[src/rtl/alu_arbitro_pkg.sv]
// Purpose: shared constants, opcode/state encodings and response payload for
//          the ALU arbiter (alu_arbitro) and its round-robin picker.
// Contents: ALU_W/RES_W/OP_W/CNT_W widths, alu_op_e opcodes, state_e FSM
//           states, resp_t captured-response payload, opcode class helpers.
package alu_arbitro_pkg;

  localparam int unsigned ALU_W = 8;
  localparam int unsigned RES_W = 16;
  localparam int unsigned OP_W  = 3;
  localparam int unsigned CNT_W = 16;

  typedef enum logic [OP_W-1:0] {
    OP_SUM = 3'd0,
    OP_RES = 3'd1,
    OP_PRO = 3'd2,
    OP_DIV = 3'd3,
    OP_MOD = 3'd4,
    OP_AND = 3'd5,
    OP_OR  = 3'd6,
    OP_XOR = 3'd7
  } alu_op_e;

  typedef enum logic [1:0] {
    S_IDLE = 2'd0,
    S_EXEC = 2'd1,
    S_RESP = 2'd2
  } state_e;

  typedef struct packed {
    logic [RES_W-1:0] result;
    logic             carry;
    logic             zero;
    logic             err;
  } resp_t;

  // Ops that can trap on a zero divisor
  function automatic logic is_div_op(input alu_op_e op);
    return (op == OP_DIV) || (op == OP_MOD);
  endfunction

  // Ops whose carry/borrow flag is meaningful
  function automatic logic has_carry(input alu_op_e op);
    return (op == OP_SUM) || (op == OP_RES);
  endfunction

endpackage

[src/rtl/alu_arbitro_rr.sv]
// Purpose: combinational round-robin picker; selects the first asserted
//          request at or above the pointer, wrapping past N_REQ-1 to 0.
// Ports:   i_req       request vector
//          i_ptr       search start index (always < N_REQ)
//          o_gnt       one-hot grant
//          o_gnt_idx   encoded grant index
//          o_any_valid at least one request asserted
module rr_arbitro #(
  parameter int unsigned N_REQ = 4,
  parameter int unsigned ID_W  = 2
) (
  input  logic [N_REQ-1:0] i_req,
  input  logic [ID_W-1:0]  i_ptr,
  output logic [N_REQ-1:0] o_gnt,
  output logic [ID_W-1:0]  o_gnt_idx,
  output logic             o_any_valid
);

  logic [ID_W:0]   w_sum;
  logic [ID_W-1:0] w_idx;

  // Walk N_REQ slots starting at the pointer; the first hit wins
  always_comb begin
    o_gnt       = '0;
    o_gnt_idx   = '0;
    o_any_valid = 1'b0;
    w_sum       = '0;
    w_idx       = '0;
    for (int unsigned k = 0; k < N_REQ; k++) begin
      // One extra bit so ptr + k cannot overflow before the wrap
      w_sum = {1'b0, i_ptr} + (ID_W+1)'(k);
      if (w_sum >= (ID_W+1)'(N_REQ)) begin
        w_sum = w_sum - (ID_W+1)'(N_REQ);
      end
      w_idx = w_sum[ID_W-1:0];
      if (!o_any_valid && i_req[w_idx]) begin
        o_any_valid  = 1'b1;
        o_gnt[w_idx] = 1'b1;
        o_gnt_idx    = w_idx;
      end
    end
  end

endmodule

[src/rtl/alu_arbitro.sv]
// Purpose: shares one external 8-bit ALU between N_REQ requesters. A winner
//          is picked round-robin, its operands are registered onto the ALU,
//          the result/flags are captured one cycle later and returned with
//          the requester ID over a valid/ready response channel.
// Ports:   clk, rst                    clock, synchronous active-high reset
//          req_valid/op/a/b, req_ready per-requester request channel
//          alu_op/alu_a/alu_b          registered drive to the ALU
//          alu_result/carry/zero       ALU outputs
//          resp_valid/ready/id/result/carry/zero/err  response channel
//          op_count                    wrapping count of completed responses
module alu_arbitro
  import alu_arbitro_pkg::*;
#(
  parameter int unsigned N_REQ = 4,
  parameter int unsigned ID_W  = 2
) (
  input  logic                    clk,
  input  logic                    rst,
  input  logic [N_REQ-1:0]        req_valid,
  input  logic [OP_W*N_REQ-1:0]   req_op,
  input  logic [ALU_W*N_REQ-1:0]  req_a,
  input  logic [ALU_W*N_REQ-1:0]  req_b,
  output logic [N_REQ-1:0]        req_ready,
  output logic [OP_W-1:0]         alu_op,
  output logic [ALU_W-1:0]        alu_a,
  output logic [ALU_W-1:0]        alu_b,
  input  logic [RES_W-1:0]        alu_result,
  input  logic                    alu_carry,
  input  logic                    alu_zero,
  output logic                    resp_valid,
  input  logic                    resp_ready,
  output logic [ID_W-1:0]         resp_id,
  output logic [RES_W-1:0]        resp_result,
  output logic                    resp_carry,
  output logic                    resp_zero,
  output logic                    resp_err,
  output logic [CNT_W-1:0]        op_count
);

  state_e           r_state;
  state_e           w_state_nxt;
  logic [ID_W-1:0]  r_ptr;
  logic [ID_W-1:0]  r_id;
  alu_op_e          r_op;
  logic [ALU_W-1:0] r_a;
  logic [ALU_W-1:0] r_b;
  resp_t            r_resp;
  resp_t            w_resp_cap;
  logic             r_resp_valid;
  logic [ID_W-1:0]  r_resp_id;
  logic [CNT_W-1:0] r_op_count;

  logic [N_REQ-1:0] w_gnt;
  logic [ID_W-1:0]  w_gnt_idx;
  logic             w_any_valid;
  logic             w_accept;
  logic             w_capture;
  logic             w_handshake;
  logic [ID_W-1:0]  w_ptr_nxt;

  rr_arbitro #(
    .N_REQ (N_REQ),
    .ID_W  (ID_W)
  ) u_rr (
    .i_req       (req_valid),
    .i_ptr       (r_ptr),
    .o_gnt       (w_gnt),
    .o_gnt_idx   (w_gnt_idx),
    .o_any_valid (w_any_valid)
  );

  // State register
  always_ff @(posedge clk) begin
    if (rst) begin
      r_state <= S_IDLE;
    end else begin
      r_state <= w_state_nxt;
    end
  end

  // Next state, grant strobe and datapath enables
  always_comb begin
    w_state_nxt = r_state;
    req_ready   = '0;
    w_accept    = 1'b0;
    w_capture   = 1'b0;
    w_handshake = 1'b0;
    case (r_state)
      S_IDLE: begin
        if (w_any_valid) begin
          req_ready   = w_gnt;
          w_accept    = 1'b1;
          w_state_nxt = S_EXEC;
        end
      end
      S_EXEC: begin
        w_capture   = 1'b1;
        w_state_nxt = S_RESP;
      end
      S_RESP: begin
        // resp_valid is always high in this state
        if (resp_ready) begin
          w_handshake = 1'b1;
          w_state_nxt = S_IDLE;
        end
      end
      default: w_state_nxt = S_IDLE;
    endcase
  end

  // Zero-divisor trap overrides whatever the ALU produced
  always_comb begin
    w_resp_cap = '0;
    if (is_div_op(r_op) && (r_b == '0)) begin
      w_resp_cap.err = 1'b1;
    end else begin
      w_resp_cap.result = alu_result;
      w_resp_cap.carry  = has_carry(r_op) & alu_carry;
      w_resp_cap.zero   = alu_zero;
    end
  end

  // Pointer moves past the requester just served
  always_comb begin
    w_ptr_nxt = r_id + ID_W'(1);
    if (r_id == ID_W'(N_REQ - 1)) begin
      w_ptr_nxt = '0;
    end
  end

  // Operand latch, response capture, pointer and counter
  always_ff @(posedge clk) begin
    if (rst) begin
      r_ptr        <= '0;
      r_id         <= '0;
      r_op         <= OP_SUM;
      r_a          <= '0;
      r_b          <= '0;
      r_resp       <= '0;
      r_resp_valid <= 1'b0;
      r_resp_id    <= '0;
      r_op_count   <= '0;
    end else begin
      if (w_accept) begin
        r_op <= alu_op_e'(req_op[OP_W*w_gnt_idx +: OP_W]);
        r_a  <= req_a[ALU_W*w_gnt_idx +: ALU_W];
        r_b  <= req_b[ALU_W*w_gnt_idx +: ALU_W];
        r_id <= w_gnt_idx;
      end
      if (w_capture) begin
        r_resp       <= w_resp_cap;
        r_resp_id    <= r_id;
        r_resp_valid <= 1'b1;
      end
      if (w_handshake) begin
        r_resp_valid <= 1'b0;
        r_ptr        <= w_ptr_nxt;
        r_op_count   <= r_op_count + CNT_W'(1);
      end
    end
  end

  assign alu_op      = r_op;
  assign alu_a       = r_a;
  assign alu_b       = r_b;
  assign resp_valid  = r_resp_valid;
  assign resp_id     = r_resp_id;
  assign resp_result = r_resp.result;
  assign resp_carry  = r_resp.carry;
  assign resp_zero   = r_resp.zero;
  assign resp_err    = r_resp.err;
  assign op_count    = r_op_count;

endmodule
[config.mk]
export PLATFORM = sky130hd
export DESIGN_NAME = alu_arbitro
export DESIGN_NICKNAME = d
export VERILOG_FILES = /design/src/rtl/alu_arbitro_pkg.sv /design/src/rtl/alu_arbitro_rr.sv /design/src/rtl/alu_arbitro.sv
export SDC_FILE = /design/constraint.sdc
export NUM_CORES = 1
export LEC_CHECK = 0
export CORE_UTILIZATION = 35
export CTS_BUF_LIST = sky130_fd_sc_hd__clkbuf_4 sky130_fd_sc_hd__clkbuf_8
export DETAILED_ROUTE_END_ITERATION = 8
export GPL_TIMING_DRIVEN = 0
export PLACE_DENSITY = 0.68
export SLEW_MARGIN = 20
export SYNTH_ARGS = -nofsm -noshare
export SYNTH_HDL_FRONTEND = slang
export SYNTH_SLANG_ARGS = --single-unit
[constraint.sdc]
create_clock -name clk -period 4.1 [get_ports clk]
set_input_delay 0.82 -clock clk [delete_from_list [all_inputs] [get_ports clk]]
set_output_delay 0.82 -clock clk [all_outputs]
set_load 0.02 [all_outputs]
# Word level (Yosys, flattened, before mapping)
# Index checks and enable logic that the tools add are counted.
# totals
ff_bits	63
latch_bits	0
ramBits	0
romBits	0
inputBits	101
n_memories	0
# classes
addsub	9
multipliers	1
n_div	0
n_lt_le_gt_ge	12
n_eq_ne	8
shifts	3
muxes	45
n_bitwise	4
n_reduce_logical	18
# ops
cell	count
$shiftx A32 B6 Y8	2
$mux W4	6
$mux W2	11
$mux W1	18
$mux W18	1
$add A16 B1 Y16 const B	1
$lt A2 B3 Y1 const B	4
$or A4 B4 Y4	3
$shiftx A12 B5 Y3	1
$ge A3 B3 Y1 const B	3
$bmux W1 S2	4
$demux W1 S2	4
$ge A2 B1 Y1 const B	4
$logic_and A1 B1 Y1	8
$logic_not A8 Y1	1
$sub A2 B1 Y2 const B	4
$add A2 B2 Y3 const B	2
$pmux W2 S3	1
$eq A2 B2 Y1 const B	2
$mul A2 B2 Y4 const A	1
$add A2 B1 Y3 const B	1
$eq A3 B1 Y1 const B	1
$eq A3 B2 Y1 const B	1
$eq A3 B3 Y1 const B	1
other kinds (12)	15

# Depth between registers and ports, before layout
# Gate-level depths: netlist of the first run.
# logic_depth
word_depth	16
mapped_depth	11
ltp_nobuf	8

# By module
# A second synthesis of the first run with hierarchy kept.
# hier_totals
hier_cells	326
area_unflattened_um2	3208.1
# by_module_without_submodules
module	n_inst	cells_each	area_per_inst_um2	seq_area_each_um2
alu_arbitro	1	281	2788.9	1261.2
rr_arbitro	1	45	419.2	0.0

# Worst setup path before layout of the first run
# No wires, ideal clock.
# synth_path
path_kind	register -> output
start	register r_ptr[0]
end	output port req_ready[3]
t_arrival_ps	2529
required_time_ps	3280
setup_slack_ps	751
stages_incl_launch_ff	12
path_buffers	3
cell_sequence	dfxtp_1 -> clkbuf_8 -> inv_1 -> ha_1 -> mux4_2 -> nor2b_1 -> buf_6 -> buf_2 -> a22oi_1 -> nor2_1 -> a221oi_1 -> nor2_1
# synth_via
elab_chain_len	16
# synth_rtl
element	line_no	source
start: declaration	alu_arbitro.sv:42	logic [ID_W-1:0] r_ptr;
start signal: assignment	alu_arbitro.sv:157	r_ptr <= w_ptr_nxt;
parallel branches: the longest is 14 deep, another holds $add A2 B1 Y3	-	
$mux W4 (*)	alu_arbitro.sv:90	if (w_any_valid) begin
$mux W4 (*)	alu_arbitro.sv:88	case (r_state)
end: declaration	alu_arbitro.sv:23	output logic [N_REQ-1:0] req_ready,
# Every way passes the cells marked *. The select of a mux whose other input is x is not followed.

# Worst setup path after layout of the first run
# layout_path
start	input port req_valid[3]
end	output port req_ready[1]
# layout_via
elab_chain_len	14
# layout_rtl
element	line_no	source
start: declaration	alu_arbitro.sv:19	input logic [N_REQ-1:0] req_valid,
$bmux W1 S2	alu_arbitro_rr.sv:36	if (!o_any_valid && i_req[w_idx]) begin
$mux W1 (not written as such)	alu_arbitro_rr.sv:36	
$mux W1	alu_arbitro_rr.sv:36	
$logic_not A1 Y1	alu_arbitro_rr.sv:36	
$logic_and A1 B1 Y1	alu_arbitro_rr.sv:36	
$mux W1	alu_arbitro_rr.sv:36	
$logic_not A1 Y1	alu_arbitro_rr.sv:36	
$logic_and A1 B1 Y1	alu_arbitro_rr.sv:36	
$mux W1	alu_arbitro_rr.sv:36	
$logic_not A1 Y1	alu_arbitro_rr.sv:36	
$logic_and A1 B1 Y1	alu_arbitro_rr.sv:36	
$mux W4 or $mux W1 (tied branches)	alu_arbitro_rr.sv:36	
$mux W4 (*)	alu_arbitro.sv:90	
$mux W4 (*)	alu_arbitro.sv:88	
# Every way passes the cells marked *; elsewhere a longest branch is shown, timed or not. The select of a mux whose other input is x is not followed.

==> metrics, run 1 <==
outcome completed; final-report hold violation count 0; final setup fails 0; Setup WS pre-CTS -272 ps; vias in the first global route 3949; Final Core Density 55.6%; CP startpoint kind primary input; setup TNS 0 ps; Worst-path clk slew 80 ps; Antenna diodes 0; minimum clock period 3960 ps; actual slew at the worst max-slew pin 791 ps; Area Overhead vs Synth 51.3%; Crit path top cell by count nor2_1; Post-synth ARST share 0%; PortBufs 159; Max-Cap Viols 0; wire per inst 16.6 µm; Mapped Area 3840 µm²; Worst VDD drop 0.200 mV; post-route DRC violation count 0; RSZ-0062 raised after global routing false; first-pass GRT wire length 19300 µm; core area 10500 µm²; reg2reg path depth 11; Max clock buf depth 2; Arr. time, crit path 3140 ps; CTS Sinks 63; Synth Register Bits 63; clock latency at the later pin of the worst-skew pair 340 ps; largest cells by area after synthesis dfxtp_1 33%, mux2i_1 6.3%, nor2_1 4.9%; CP max stage cell mux4_1; Slew headroom 46.7%; final worst path period share 96.6%; Antenna Violating Nets Remaining 0; Placed Area 5610 µm²; DRT iter0 DRCs 246; WHS Path Cells 1; top_reg_cell synth dfxtp_1; Final Net Count 720; largest net degree at the start of global routing 14; drt first pass iters 4; vias 4031; Critical Path Fanout Max 10; Synth Net Count 549; post-synthesis sequential area ratio 32.8%; cell chain of the critical path clkdlybuf4s50_1 -> mux4_1 -> nor2b_1 -> buf_6 -> buf_2 -> a22oi_1 -> nor2_1 -> a221oi_2 -> nor2_1 -> dlygate4sd2_1; commonest cells in the netlist 63 x dfxtp_1, 50 x nor2_1, 27 x nand2_1, 24 x inv_1, 24 x mux2i_1; Syn Inst Count 439; Routed Wire Length 12500 µm; WHS 469 ps; CTS Hold Bufs 0; syn avg cell area 8.76 µm²; Synthesis Warnings 0; GRT Residual Overflow 0; detailed placement HPWL 9420 µm; Fill cells 992; Finished Cell Area 5820 µm²; Initial Util 36.7%; CP endpoint kind output port; most frequent cell after synthesis dfxtp_1; gpl congestion 0.826; clk root buf clkbuf_8; Post-synth EDFFs 0; Vert. Die Dim 107 µm; die area 11400 µm²; synth unique cells 59; Hold/Removal Path Class reg2reg; critical path class in2out; Max Transition Viols Final 0; CTS Buf Count 9; die span in x 107 µm; I/O Pins 162; site row count 37; routed vias/inst 5.37; Setup WS post-layout 141 ps; Required @ worst endpoint 3280 ps; Synth top area share 32.8%; Worst path max stage delay 530 ps; max frequency 0.253 GHz; Worst Clk Skew 17.9 ps; pwr/cell area 313 nW/µm²; CTS tree yes; leading area contributor after synthesis dfxtp_1; H-tree levels 3; Pleak 2.41 nW; initial antenna violation count 0; Tot GR Track Use 21.3%; fraction of layout cells with a size suffix above 1 9.43%
==> what timing repair did <==
item | in CTS | in global routing
setup buffers | 1 | 0
endpoints found under the setup margin | 4 | 2
resized for setup | 8 | 3
==> worst paths after layout <==
check	start	end	slack (ps)
max	req_valid[3]	req_ready[1]	140
min	alu_a[1]$_SDFFE_PP0P_	alu_a[1]$_SDFFE_PP0P_	470
max reg2reg	r_ptr[0]$_SDFFE_PP0P_	alu_a[6]$_SDFFE_PP0P_	900
min reg2reg	alu_a[1]$_SDFFE_PP0P_	alu_a[1]$_SDFFE_PP0P_	470
==> power breakdown <==
part	leakage (nW)	internal (mW)	switching [mW]
Combinational	1.81	0.312	0.305
Clock	0.0866	0.225	0.272
Sequential	0.516	0.666	0.0410
==> critical path: cells and delay by family <==
kind            cells  cell delay, ps
compound gates      2             380
buf+inv             4            1110
simple gates        3             300
mux                 1             530
==> metal layers <==
metal	global-route usage, %	part of all wire [%]
met1	27.3	45
met2	35.4	46
met3	5.05	7.1
met4	6.65	1.8
met5	0	0
==> cell type report <==
cell class	instances	area (µm²)	area share, %
inverter	24	90.1	1.55
buffer	35	289	4.97
clock buffer	9	124	2.13
timing repair buffer	160	1590	27.4
tap	136	170	2.93
multi-input combinational	317	2230	38.3
clock inverter	7	55.1	0.946
sequential	63	1260	21.7
==> kinds of logic after synthesis <==
family / count (synthesis) / synth area share, %
AO/OA/AOI/OAI: 139 / 26.2
XOR/XNOR: 14 / 3.19
adder cells (fa/ha/maj): 9 / 2.93
buffers and inverters: 59 / 9.86
flip-flops: 63 / 32.8
multiplexers: 27 / 8.20
AND/OR/NAND/NOR: 128 / 16.8
==> through the flow <==
stage / std cells / total power [mW]
after floorplan: 439 / 1.04
after global placement: 734 / 1.32
after detailed placement: 734 / 1.33
after CTS: 751 / 1.83
after global routing: 751 / 1.91
final: 751 / 1.82
==> cell usage in the layout, fill, tap and decap left out, drive strengths merged, types with 10 or more instances in the layout <==
cell           synthesis  layout
clkdlybuf4s50          0     154
dfxtp                 63      63
nor2                  51      51
clkbuf                20      29
nand2                 27      27
inv                   24      27
mux2i                 24      24
a22oi                 22      22
a21oi                 20      20
o22ai                 19      19
buf                   15      16
o21ai                 14      14
a2111oi               11      11
a211o                 11      11
o211ai                10      10
or4                   10      10
xor2                  10      10
o211a                 10      10
a211oi                10      10
==> registers in the layout (all words and copies together), names as in the netlist <==
| name | cells |
|---|---|
| resp_zero | 1 |
| r_ptr | 2 |
| op_count | 16 |
| alu_a | 8 |
| resp_result | 16 |
| resp_err | 1 |
| r_state | 2 |
| resp_carry | 1 |
| resp_id | 2 |
| alu_op | 3 |
| resp_valid | 1 |
| alu_b | 8 |
| r_id | 2 |
Note: power is estimated with default switching activity, not from simulation.
==> run 2, diff against run 1 <==
--- a/config.mk
+++ b/config.mk
@@ -5,6 +5,7 @@
 export SDC_FILE = /design/constraint.sdc
 export NUM_CORES = 1
 export LEC_CHECK = 0
+export ABC_AREA = 1
 export CORE_UTILIZATION = 35
 export CTS_BUF_LIST = sky130_fd_sc_hd__clkbuf_4 sky130_fd_sc_hd__clkbuf_8
 export DETAILED_ROUTE_END_ITERATION = 8
==> metrics, run 2 <==
outcome completed; Clock Power Share 24.5%; wire per inst 13.1 µm; Required @ worst endpoint 3280 ps; Synthesis Warnings 0; CTS Buf Count 9; CP max stage cell clkdlybuf4s50_1; Synth Net Count 708; detailed placement HPWL 9560 µm; CTS tree yes; Setup WS pre-CTS 20.8 ps; Gate power share 41.6%; Synth top area share 32.6%; Routed Wire Length 12000 µm; CP endpoint kind output port; PortBufs 161; Reg area 1260 µm²; sw frac 37.0%; routed vias/inst 4.74; Max Transition Viols Final 0; Setup WS post-layout 406 ps; CTS Sinks 63; Worst path max stage delay 500 ps; core area 10800 µm²; Post-synth ARST share 0%; area of the multi-input gates 2090 µm²; die span in x 107 µm; minimum clock period 3690 ps; Syn Inst Count 598; Tot GR Track Use 20.9%; Switching Power 0.813 mW; largest net degree at the start of global routing 13; clk root buf clkbuf_8; post-route DRC violation count 0; syn avg cell area 6.48 µm²; Max clock buf depth 2; max frequency 0.271 GHz; Pleak 2.70 nW; Placed Area 5660 µm²; Finished Cell Area 5870 µm²; GRT Residual Overflow 0; Synth Register Bits 63; most frequent cell after synthesis nand2_1; vias 4334; Worst Clk Skew 7.71 ps; CTS Hold Bufs 0; setup TNS 0 ps; site row count 38; Mapped Area 3870 µm²; Initial Util 35.9%; total internal power 1.38 mW; final-report hold violation count 0; Max-Cap Viols 0; Critical Path Fanout Max 10; most frequent cells in the layout 157 x nand2_1, 157 x clkdlybuf4s50_1, 90 x inv_1, 69 x nand3_1, 62 x nor2_1; CP startpoint kind primary input; RSZ-0062 raised after global routing false; Area Overhead vs Synth 51.6%; vias in the first global route 4181; Antenna Violating Nets Remaining 0; final setup fails 0; Final Core Density 54.4%; leading area contributor after synthesis dfxtp_1; Worst VDD drop 0.179 mV; power share of the sequential group 33.9%; pwr/cell area 374 nW/µm²; actual slew at the worst max-slew pin 652 ps; initial antenna violation count 0; Hold/Removal Path Class reg2reg; clock latency at the later pin of the worst-skew pair 340 ps; Slew headroom 56.5%; die area 11500 µm²; Vert. Die Dim 107 µm; DRT iter0 DRCs 168; synth unique cells 39; first-pass GRT wire length 19000 µm; largest cells by area after synthesis dfxtp_1 33%, nand2_1 15%, nand3_1 8.9%; top_reg_cell synth dfxtp_1; drt first pass iters 4; final worst path period share 90.1%; Antenna diodes 0; Arr. time, crit path 2870 ps; gpl congestion 0.826; Final Net Count 880; cell chain of the critical path clkdlybuf4s50_1 -> inv_1 -> nand2_1 -> nand3_2 -> nand2_4 -> nor2_8 -> nand3b_4 -> buf_6 -> nand2_8 -> inv_6 -> buf_4 -> nand2_1 -> inv_1 -> dlymetal6s2s_1; H-tree levels 3; post-synthesis sequential area ratio 32.6%; Fill cells 1072; critical path class in2out; fraction of layout cells with a size suffix above 1 8.65%; Worst-path clk slew 70 ps; I/O Pins 162; commonest cells in the netlist 157 x nand2_1, 90 x inv_1, 69 x nand3_1, 63 x dfxtp_1, 62 x nor2_1; Post-synth EDFFs 0
[run 2: cell families (layout without fill, tap and decap cells)]
group	Yosys count	in the layout	synth area share, %
buffers and inverters	118	295	13.6
XOR/XNOR	2	2	0.452
AO/OA/AOI/OAI	70	70	10.1
flip-flops	63	63	32.6
AND/OR/NAND/NOR	336	336	40.3
adder cells (fa/ha/maj)	9	9	2.91
[run 2: path summary, 6_finish.rpt]
path / startpoint / to / slack (ps) / cells past startpoint
max: req_valid[0] / req_ready[0] / 410 / 14
min: op_count[7]$_SDFFE_PP0P_ / op_count[7]$_SDFFE_PP0P_ / 460 / 2
max reg2reg: r_ptr[1]$_SDFFE_PP0P_ / alu_op[0]$_SDFFE_PP0P_ / 1570 / 15
min reg2reg: op_count[7]$_SDFFE_PP0P_ / op_count[7]$_SDFFE_PP0P_ / 460 / 2
[run 2: metal layers]
metal  part of all wire, %  vias to the layer above  routed length (µm)  track usage (%)
li1                      -                     2218                   -                -
met2                    51                      145                6070             39.0
met5                     0                        -                   0                0
met3                   7.6                       20                 917             6.81
met4                   1.8                        0                 220             6.85
met1                    40                     1951                4800             22.0
[run 2: per-stage QoR]
step           hold slack (ps)  total power, mW  std cells
2_1_floorplan              462             1.29        598
3_3_place_gp               445             1.66        899
3_5_place_dp               456             1.67        899
4_1_cts                    467             2.21        915
5_1_grt                    487             2.33        915
6_report                   463             2.20        915
[run 2: worst max-delay path, delay by kind of cell]
family / cells / cell delay, ps
buffers and inverters: 7 / 1360
and+or+nand+nor: 7 / 670
[run 2: layout make-up]
| cell class | count | share of cell area (%) |
|---|---|---|
| buffer | 23 | 2.83 |
| timing repair buffer | 161 | 27.6 |
| multi-input combinational | 417 | 35.5 |
| inverter | 95 | 6.16 |
| clock buffer | 10 | 2.34 |
| clock inverter | 6 | 1.02 |
| tap | 140 | 2.98 |
| sequential | 63 | 21.5 |
[run 2: repair_timing]
| item | 4_1_cts | 5_1_grt |
|---|---|---|
| endpoints found under the setup margin | 4 | 4 |
| hold endpoints to repair | 0 | 0 |
| setup buffers | 0 | 0 |
| resized for setup | 2 | 5 |
[run 2: power groups by stage]
stage                     Clock (mW)  Combinational, mW  Sequential [mW]
after floorplan                    0              0.459            0.831
after global placement             0              0.901            0.754
after global routing           0.579              0.999            0.754
final                          0.538              0.914            0.744
after detailed placement           0              0.913            0.757
after CTS                      0.548              0.918            0.744
==> run 3, diff against run 2 <==
--- a/config.mk
+++ b/config.mk
@@ -6,11 +6,11 @@
 export NUM_CORES = 1
 export LEC_CHECK = 0
 export ABC_AREA = 1
-export CORE_UTILIZATION = 35
+export CORE_UTILIZATION = 45
 export CTS_BUF_LIST = sky130_fd_sc_hd__clkbuf_4 sky130_fd_sc_hd__clkbuf_8
 export DETAILED_ROUTE_END_ITERATION = 8
 export GPL_TIMING_DRIVEN = 0
-export PLACE_DENSITY = 0.68
+export PLACE_DENSITY = 0.84
 export SLEW_MARGIN = 20
 export SYNTH_ARGS = -nofsm -noshare
 export SYNTH_HDL_FRONTEND = slang
==> metrics, run 3 (synthesized netlist as in run 2, its figures left out) <==
Clock Power Share 27.3%; vias 4438; Area Overhead vs Synth 51.3%; Switching Power 0.793 mW; minimum clock period 3680 ps; final setup fails 0; Worst Clk Skew 13.6 ps; actual slew at the worst max-slew pin 695 ps; CTS Sinks 63; H-tree levels 3; outcome completed; RSZ-0062 raised after global routing false; uppermost layer routed met4; vias in the first global route 4180; first-pass GRT wire length 18600 µm; Worst-path clk slew 60 ps; core area 8260 µm²; Finished Cell Area 5860 µm²; Routed Wire Length 11700 µm; Slew headroom 53.7%; PortBufs 161; post-route DRC violation count 0; die span in x 94.8 µm; CTS Buf Count 9; DRT iter0 DRCs 174; site row count 33; Antenna Violating Nets Remaining 0; most frequent cells in the layout 157 x nand2_1, 157 x clkdlybuf4s50_1, 90 x inv_1, 69 x nand3_1, 62 x nor2_1; Antenna diodes 0; die area 8980 µm²; detailed placement HPWL 9070 µm; metal1 wirelength 4500 µm; final-report hold violation count 0; GRT Residual Overflow 0; Arr. time, crit path 2860 ps; WL met3 908 µm; gpl congestion 0.888; Max Transition Viols Final 0; clk root buf clkbuf_8; Final Net Count 880; power share of the sequential group 32.8%; Max-Cap Viols 0; Placed Area 5620 µm²; routed vias/inst 5.04; CP endpoint kind output port; reg2reg setup slack 1610 ps; Gate power share 40.0%; initial antenna violation count 0; drt first pass iters 5; WHS 468 ps; Critical Path Fanout Max 10; fraction of layout cells with a size suffix above 1 8.52%; Tot GR Track Use 26.5%; Pleak 2.72 nW; max frequency 0.272 GHz; CTS Hold Bufs 0; Initial Util 46.9%; WL met2 6060 µm; Hold/Removal Path Class reg2reg; clock latency at the later pin of the worst-skew pair 350 ps; critical path class in2out; total internal power 1.48 mW; wire per inst 13.3 µm; Fill cells 695; largest net degree at the start of global routing 13; Vert. Die Dim 94.8 µm; final worst path period share 89.8%; CP startpoint kind primary input; Worst VDD drop 0.215 mV; I/O Pins 162; setup TNS 0 ps; Max clock buf depth 2; sw frac 34.9%; CTS tree yes; Required @ worst endpoint 3280 ps; pwr/cell area 388 nW/µm²
## run 3: repair_timing
action,4_1_cts,5_1_grt
buffers inserted,0,0
resized for setup,0,6
endpoints found under the setup margin,0,4
## run 3: worst paths after layout
kind                               startpoint                           to  cells past startpoint
setup / recovery                 req_valid[3]                 req_ready[0]                     14
hold reg to reg   resp_result[1]$_SDFFE_PP0N_  resp_result[1]$_SDFFE_PP0N_                      2
setup reg to reg        r_ptr[1]$_SDFFE_PP0P_        alu_a[6]$_SDFFE_PP0P_                     13
hold / removal    resp_result[1]$_SDFFE_PP0N_  resp_result[1]$_SDFFE_PP0N_                      2
## run 3: area by class of cell
type,instances,area [µm²],share of cell area (%)
clock inverter,3,65.1,1.11
buffer,23,166,2.84
clock buffer,13,166,2.84
multi-input combinational,417,2080,35.6
sequential,63,1260,21.6
inverter,95,362,6.17
tap,105,131,2.24
timing repair buffer,161,1620,27.7
## run 3: power groups by stage
stage,registers (mW),clock network (mW),logic [mW]
after floorplan,0.831,0,0.459
after global placement,0.753,0,0.886
after detailed placement,0.756,0,0.903
after CTS,0.744,0.626,0.909
after global routing,0.753,0.653,0.986
final,0.744,0.619,0.908
## run 3: critical path, cell delays in order
cell and delay [ps]:
clkdlybuf4s50_1 500, inv_1 90, nand2_1 110, nand3_2 120, nand2_4 140, nor2_8 60, nand3b_4 80, buf_6 160
nand2_8 100, inv_6 130, buf_4 190, nand2_1 70, inv_1 50, dlymetal6s2s_1 220
## run 3: metrics by stage
stage | setup WS (ps) | power, mW | utilization [%] | std cells
after global placement | 107 | 1.64 | 68.0 | 864
final | 418 | 2.27 | 71.0 | 880
after CTS | 4.57 | 2.28 | 70.8 | 880
after detailed placement | 52.3 | 1.66 | 68.0 | 864
after floorplan | 1200 | 1.29 | - | 598
after global routing | 240 | 2.39 | 71.0 | 880
## run 3: layer usage
layer	global-route usage, %	vias to the layer above
li1	-	2222
met1	29.3	2024
met2	48.7	173
met3	6.60	19
met4	9.22	0
met5	0	-
